--- config.mk ---
export PLATFORM = sky130hd
export DESIGN_NAME = midi_uart_transmitter
export DESIGN_NICKNAME = d
export VERILOG_FILES = /design/src/rtl/midi_uart_transmitter.sv
export SDC_FILE = /design/constraint.sdc
export NUM_CORES = 1
export LEC_CHECK = 0
export BUFFER_PORTS_ARGS = -buffer_cell sky130_fd_sc_hd__buf_2
export CORE_UTILIZATION = 50
export CTS_CLUSTER_DIAMETER = 40
export CTS_CLUSTER_SIZE = 28
export DETAILED_ROUTE_END_ITERATION = 10
export GPL_ROUTABILITY_DRIVEN = 0
export PLACE_DENSITY = 0.84
export SETUP_SLACK_MARGIN = 0.15
export SYNTH_ARGS = -nofsm -noshare
export SYNTH_HDL_FRONTEND = slang
export SYNTH_SLANG_ARGS = --single-unit
--- constraint.sdc ---
create_clock -name midi_system_clock -period 3.8 [get_ports midi_system_clock]
set_clock_uncertainty 0.05 [all_clocks]
set_input_delay 0.57 -clock midi_system_clock [delete_from_list [all_inputs] [get_ports midi_system_clock]]
set_output_delay 0.57 -clock midi_system_clock [all_outputs]
set_load 0.02 [all_outputs]
--- src/rtl/midi_uart_transmitter.sv ---
// MIDI OUT serializer: pops bytes from a real-time FIFO and a data FIFO and sends them as 8N1 frames.
// Real-time bytes win arbitration between frames; optional running-status compression of channel status bytes.
module midi_uart_transmitter #(
  parameter int BIT_CLKS       = 8,
  parameter bit RUNNING_STATUS = 1'b0
) (
  input  logic       midi_system_clock,
  input  logic       midi_rst,
  input  logic [7:0] data_fifo_dout,
  input  logic       data_fifo_empty,
  output logic       data_fifo_rd,
  input  logic [7:0] real_fifo_dout,
  input  logic       real_fifo_empty,
  output logic       real_fifo_rd,
  output logic       midi_uart_out,
  output logic       tx_busy
);

  localparam int            CW       = (BIT_CLKS > 1) ? $clog2(BIT_CLKS) : 1;
  localparam logic [CW-1:0] CNT_LAST = CW'(BIT_CLKS - 1);

  typedef enum logic [1:0] {S_IDLE, S_START, S_DATA, S_STOP} state_t;

  state_t        state_q, state_d;
  logic [CW-1:0] cnt_q, cnt_d;
  logic [2:0]    bit_q, bit_d;
  logic [7:0]    shift_q, shift_d;
  logic [7:0]    last_status_q, last_status_d;
  logic          last_valid_q, last_valid_d;

  logic bit_done;
  logic is_chan_status;
  logic is_sys_common;
  logic rs_drop;

  assign bit_done       = (cnt_q == CNT_LAST);
  assign is_chan_status = data_fifo_dout[7] && (data_fifo_dout[7:4] != 4'hF);
  assign is_sys_common  = (data_fifo_dout[7:3] == 5'b11110);
  // A channel status byte identical to the last one sent is redundant under running status.
  assign rs_drop        = RUNNING_STATUS && is_chan_status && last_valid_q &&
                          (data_fifo_dout == last_status_q);

  always_ff @(posedge midi_system_clock or posedge midi_rst) begin
    if (midi_rst) begin
      state_q       <= S_IDLE;
      cnt_q         <= '0;
      bit_q         <= '0;
      shift_q       <= '0;
      last_status_q <= '0;
      last_valid_q  <= 1'b0;
    end else begin
      state_q       <= state_d;
      cnt_q         <= cnt_d;
      bit_q         <= bit_d;
      shift_q       <= shift_d;
      last_status_q <= last_status_d;
      last_valid_q  <= last_valid_d;
    end
  end

  always_comb begin
    state_d       = state_q;
    cnt_d         = cnt_q;
    bit_d         = bit_q;
    shift_d       = shift_q;
    last_status_d = last_status_q;
    last_valid_d  = last_valid_q;
    data_fifo_rd  = 1'b0;
    real_fifo_rd  = 1'b0;
    case (state_q)
      S_IDLE: begin
        cnt_d = '0;
        bit_d = '0;
        // No pops while reset is held, so no byte is lost during reset.
        if (!midi_rst) begin
          if (!real_fifo_empty) begin
            real_fifo_rd = 1'b1;
            shift_d      = real_fifo_dout;
            state_d      = S_START;
          end else if (!data_fifo_empty) begin
            data_fifo_rd = 1'b1;
            shift_d      = data_fifo_dout;
            if (!rs_drop) begin
              state_d = S_START;
              if (is_chan_status) begin
                last_status_d = data_fifo_dout;
                last_valid_d  = 1'b1;
              end else if (is_sys_common) begin
                last_valid_d  = 1'b0;
              end
            end
          end
        end
      end
      S_START: begin
        if (bit_done) begin
          state_d = S_DATA;
          cnt_d   = '0;
        end else begin
          cnt_d = cnt_q + 1'b1;
        end
      end
      S_DATA: begin
        if (bit_done) begin
          cnt_d   = '0;
          shift_d = {1'b0, shift_q[7:1]};
          if (bit_q == 3'd7) begin
            state_d = S_STOP;
            bit_d   = '0;
          end else begin
            bit_d = bit_q + 3'd1;
          end
        end else begin
          cnt_d = cnt_q + 1'b1;
        end
      end
      S_STOP: begin
        if (bit_done) begin
          state_d = S_IDLE;
          cnt_d   = '0;
        end else begin
          cnt_d = cnt_q + 1'b1;
        end
      end
      default: state_d = S_IDLE;
    endcase
  end

  // Line is decoded from registered state so reset forces it high immediately.
  always_comb begin
    midi_uart_out = 1'b1;
    case (state_q)
      S_START: midi_uart_out = 1'b0;
      S_DATA:  midi_uart_out = shift_q[0];
      default: midi_uart_out = 1'b1;
    endcase
  end

  assign tx_busy = (state_q != S_IDLE);

endmodule

==> results of run 1 <==
logic make-up (layout without fill, tap and decap cells):
| family | after synthesis | in the layout | share of synthesized area, % |
|---|---|---|---|
| and+or+nand+nor | 29 | 29 | 13.4 |
| AOI/OAI and AO/OA | 21 | 21 | 13.8 |
| DFF | 16 | 16 | 41.2 |
| muxes | 12 | 12 | 12.9 |
| adders and majority gates | 10 | 10 | 12.9 |
| buffers and inverters | 9 | 32 | 5.92 |
per-layer routing:
metal  part of all wire [%]  vias up
met4                    1.1        0
li1                       -      379
met1                     44      362
met2                     50       18
met5                      0        -
met3                    4.5        4
flip-flops by register name, indices dropped and copies added, names as in the netlist:
signal / flops
bit_q: 3
cnt_q: 3
state_q: 2
shift_q: 8
placed cells by master (no fill, tap or decap), types with 5 or more instances in the layout:
master	instances
a21oi_1	8
buf_2	23
dfrtp_1	16
ha_1	10
inv_1	5
mux2i_1	10
nand2_1	12
nor2_1	9
o21ai_0	7
cells in the mapped netlist:
cell      number
dfrtp_1       16
nand2_1       12
ha_1          10
mux2i_1       10
nor2_1         9
a21oi_1        8
o21ai_0        7
inv_1          5
nor2b_1        3
nor3_1         3
buf_2          2
o21ai_2        2
a21o_2         1
buf_8          1
clkbuf_8       1
mux2_2         1
mux2i_2        1
nor3b_1        1
nor4bb_1       1
o21bai_4       1
o22ai_1        1
o31ai_1        1
worst reg2reg max path, stage by stage (launching register included):
cell     delay [ns]
dfrtp_1        0.41
inv_1          0.14
ha_1           0.57
nor2b_1        0.33
nor2_1         0.13
mux2_2         0.28
layout make-up:
type                       instances  area (µm²)
sequential                        16         400
fill                             156         667
inverter                           5        18.8
multi-input combinational         72         514
timing repair buffer              23         115
clock buffer                       4        36.3
tap                               25        31.3
metrics by stage:
step | hold WS (ns) | power (mW)
5_1_grt | 0.384 | 0.326
3_3_place_gp | 0.379 | 0.204
6_report | 0.320 | 0.313
2_1_floorplan | 0.365 | 0.191
3_5_place_dp | 0.395 | 0.204
4_1_cts | 0.335 | 0.317
path summary, 6_finish.rpt:
path / slack, ns / depth (start not counted) / start / to
min in group midi_system_clock: 0.43 / 1 / cnt_q[0] / cnt_q[0]
min: 0.32 / 2 / midi_rst / cnt_q[1]
max reg2reg: 1.78 / 5 / state_q[0] / state_q[1]
min reg2reg: 0.43 / 1 / cnt_q[0] / cnt_q[0]
max in group asynchronous: 2.97 / 2 / midi_rst / shift_q[1]
max: 1.33 / 4 / state_q[0] / midi_uart_out
power by group through the flow:
| stage | Combinational (mW) | Clock (mW) | Sequential (mW) |
|---|---|---|---|
| final | 0.0275 | 0.113 | 0.173 |
| after global routing | 0.0311 | 0.122 | 0.173 |
| after CTS | 0.0282 | 0.116 | 0.173 |
| after detailed placement | 0.0281 | 0 | 0.176 |
| after global placement | 0.0272 | 0 | 0.176 |
| after floorplan | 0.0152 | 0 | 0.176 |
==> metrics.cfg, run 1 <==
[floorplanning]
die_area_um2=2120
core_area_um2=1780
die_width_um=46.1
die_y_um=46.1
rows=15
initial_core_util_pct=54.5
ios=24

[grt]
top_usage_layer=met2
grt.met3_usage_pct=3.92
grt_pass1_wl_um=2890
antenna_found_initial=0
grt.total_usage_pct=19.1
grt_remaining_overflow=0
grt_use_met2_pct=34.6
grt_max_degree=20
use_met1_pct=21.4
grt_pass1_vias=725

[outcome]
status=completed

[critical_path]
critPathLaunchType=flip-flop
cp_max_fo=19
max_stage_delay_ns=0.57
cp.arrival_ns=1.85
critical_path_class=flip-flop to output port
crit_path_end_kind=output port
critPathTopFamily=adder cells
crit_buf_inv=2
cp.required_ns=3.18
crit_chain=inv_1 -> ha_1 -> mux2i_1 -> buf_2
crit_slowest_cell=ha_1

[synth]
syn_area_um2=972
synth_top_area_share_pct=41.2
synth-seq-cells=16
yosysSeqAreaShare_pct=41.2
synthCells=97
yosys-top-cells-area=dfrtp_1, ha_1, mux2i_1, nand2_1, a21oi_1
syn_area_per_cell_um2=10.0
synthesis.nets=127
synthDistinctLibCells=22
synth_top_area_cell=dfrtp_1
ys_warn_count=0

[finish]
antenna_cells=0
nets=151
layout-drive-gt1-share_pct=27.5
postLayoutCoreUtil_pct=62.6
final_cells=145
syn_to_final_growth_pct=14.8
final_area_um2=1120

[min_path]
hold_class=input pin to asynchronous set/reset pin

[sta]
timing.fmax_mhz=405
fin_ws_ns=1.33
slew-limit-headroom_pct=58.2
finalMaxSlewViolations=0
setup_viol=0
post-route-period-util_pct=65.0
setup_tns_ns=0
rsz0062_at_grt=false
worst_slew_pin_slew_ns=0.626
layout_min_cycle_time_ns=2.47
timing_hold_violations_final=0

[clocking]
cts_tree=yes
cts_setup_buffers=0
clk_path_buf_depth=2
cts_hold_repair.buffers=0
clock_latency_ns=0.29
clockRootBuffer=clkbuf_4
clk_pin_slew_worst_paths_ns=0.10
cts-htree-levels=1
cts_buffers=3
ctsResizeCount=0
clock_sinks=16

[pwr]
clkPwrFrac_pct=36.0
power.leakage_nw=0.568
pwr-share-seq_pct=55.2
cell_internal_pwr_mw=0.244
vdd_drop_max_mv=0.162
p_switching_mw=0.0697
comb_power_share_pct=8.8
power_density_nw_per_um2=281
p_sw_share_pct=22.2

[flow_run]
maxCapViolations=0

[placement]
post-dp-hpwl_um=1340
portBuffers=23
placed_area_um2=1080
place_ws_ns=1.65
placed_cells=141

[drt]
dr.pass1.iters=4
drt_iter0_drc=12
detail_route.vias_per_cell=5.26
ant_nets=0
wl_per_cell_um=11.9
num_vias=763
drc=0
wl_um=1730

Power figures use the tool's default switching activity.
==> inputs of run 2 (changes only) <==
- ABC_AREA: unset -> 1
- PLACE_DENSITY: 0.84 -> 0.83
- clock period: 3.8 -> 2.6 ns (I/O delays scaled with it)
==> run 2 against run 1 <==
Effect of this change: via count grew 16%; synthesized area grew 4.0%; register-to-register slack lost 0.82 ns; clock power grew 46%; worst setup slack lost 0.78 ns; die area grew 3.8%; critical path type unchanged; combinational power grew to 26 times the previous value; final cell count grew 26%; synthesized cell count grew 36%.
==> metrics.cfg, run 2 <==
[drt]
wl_um=1970
drt_iter0_drc=8
num_vias=886
drc=0
dr.pass1.iters=4
wl_per_cell_um=10.8
ant_nets=0
detail_route.vias_per_cell=4.87

[synth]
yosysSeqAreaShare_pct=39.6
synth_commonest_cells=nand2_1, nand3_1, dfrtp_1
syn_area_um2=1010
yosysMostFrequentCell=nand2_1
syn_area_per_cell_um2=7.66
synth-seq-cells=16
synthDistinctLibCells=18
synth_edf_count=0
yosys-top-cells-area=dfrtp_1, nand2_1, ha_1, nand3_1, inv_1
async_flop_share_pct=100
synthesis.nets=162
synthCells=132
synth_top_area_share_pct=39.6
ys.flop_type=dfrtp_1
ys_warn_count=0
synth_top_area_cell=dfrtp_1

[clocking]
cts_hold_repair.buffers=0
clockRootBuffer=clkbuf_4
cts_tree=yes
clock_latency_ns=0.29
cts-htree-levels=1
ctsResizeCount=0
cts_setup_buffers=0
clk_path_buf_depth=2
clock_sinks=16
cts_buffers=3
clk_pin_slew_worst_paths_ns=0.10

[floorplanning]
rows=15
die_y_um=47.0
ios=24
core_area_um2=1800
die_area_um2=2210
initial_core_util_pct=56.1
die_width_um=47.0

[grt]
grt.total_usage_pct=20.6
grt_max_degree=17
grt_pass1_vias=717
grt_remaining_overflow=0
grt_pass1_wl_um=3110
antenna_found_initial=0

[outcome]
status=completed

[placement]
post-dp-hpwl_um=1540
placed_area_um2=1140
placed_cells=178
portBuffers=23

[critical_path]
r2r_slack_ns=0.96
r2r-start=state_q[0]
cp_max_fo=5
crit_buf_inv=3
crit_top_cell=inv_1
worstReg2RegEnd=shift_q[4]
crit_slowest_cell=dfrtp_1
max_stage_delay_ns=0.42
crit_path_end_kind=output port
crit_chain=inv_1 -> ha_1 -> inv_1 -> nor4_1 -> buf_2
critical_path_class=flip-flop to output port
critPathLaunchType=flip-flop
cp.required_ns=2.16
cp.arrival_ns=1.62
rr_worst_depth=7
critPathTopFamily=buffers and inverters

[pwr]
power.leakage_nw=0.658
p_sw_share_pct=45.2
comb_power_share_pct=54.0
cell_internal_pwr_mw=0.717
pwr-share-seq_pct=33.3
clkPwrFrac_pct=12.6
p_switching_mw=0.590
vdd_drop_max_mv=0.683
power_density_nw_per_um2=1110

[min_path]
hold_class=input pin to asynchronous set/reset pin

[sta]
post-route-period-util_pct=79.1
setup_tns_ns=0
worst_slew_pin_slew_ns=0.599
slew-limit-headroom_pct=60.0
finalMaxSlewViolations=0
whs_ns=0.130
layout_min_cycle_time_ns=2.06
timing.fmax_mhz=486
rsz0062_at_grt=false
timing_hold_violations_final=0
setup_viol=0

[finish]
fillers=170
antenna_cells=0
nets=188
layout-drive-gt1-share_pct=23.6
final_area_um2=1180
final_cells=182
largest_register_ffs=8
final_cell_mix=nand2_1, buf_2, nand3_1
multi_input_area_um2=549
syn_to_final_growth_pct=16.5
ff_latch_area_um2=400
reg_top3=shift_q: 8 flops, bit_q: 3 flops, cnt_q: 3 flops
largest-register=shift_q
final_common_cell=nand2_1

[flow_run]
maxCapViolations=0

[run 2: cell type report]
| cell class | instances | area share [%] |
|---|---|---|
| Clock buffer | 4 | 3.08 |
| Inverter | 12 | 3.83 |
| Multi-Input combinational cell | 102 | 46.7 |
| Sequential cell | 16 | 34.0 |
| Tap cell | 25 | 2.66 |
| Timing Repair Buffer | 23 | 9.78 |
[run 2: power groups by stage]
stage | combinational [mW] | sequential, mW | clock (mW)
global placement | 0.693 | 0.431 | 0
finish | 0.706 | 0.436 | 0.165
detailed placement | 0.714 | 0.439 | 0
floorplan | 0.574 | 0.422 | 0
global route | 0.819 | 0.445 | 0.180
CTS | 0.716 | 0.435 | 0.169
[run 2: worst max path at each step]
stage	startpoint	endpoint	slack, ns	cells past startpoint
detailed placement	state_q[0]	data_fifo_rd	0.86	5
CTS	state_q[0]	data_fifo_rd	0.54	5
finish	state_q[0]	data_fifo_rd	0.54	5
global placement	state_q[0]	data_fifo_rd	0.95	5
global route	state_q[0]	data_fifo_rd	0.41	5
floorplan	state_q[0]	data_fifo_rd	0.60	4
[run 2: cells by family (layout without fill, tap and decap cells)]
logic type / count (synthesis) / in the layout / share of synthesized area [%]
flops: 16 / 16 / 39.6
fa+ha+maj: 10 / 10 / 12.4
simple gates: 84 / 84 / 36.3
compound gates: 8 / 8 / 5.69
buf+inv: 14 / 39 / 6.06
[run 2: stage by stage]
step	util, %	power (mW)	worst slack (ns)
after floorplan	-	0.996	0.596
after global placement	63.3	1.12	0.946
after detailed placement	63.3	1.15	0.859
after CTS	65.3	1.32	0.537
after global routing	65.3	1.44	0.406
final	65.3	1.31	0.544
[run 2: layer usage]
layer | vias up | share of wire [%] | GRT usage, %
met5 | - | 0 | 0
met2 | 17 | 47 | 35.0
met1 | 393 | 48 | 25.8
met4 | 0 | 1.5 | 8.57
met3 | 4 | 3.3 | 3.46
li1 | 472 | - | -
[run 2: worst register-to-register path, cell delays in order (launching register included)]
cell and delay, ns:
dfrtp_1 0.42, inv_1 0.14, ha_1 0.25, inv_1 0.14, o21ai_4 0.18, nand2_1 0.19
nand2_1 0.10, nand2_1 0.06
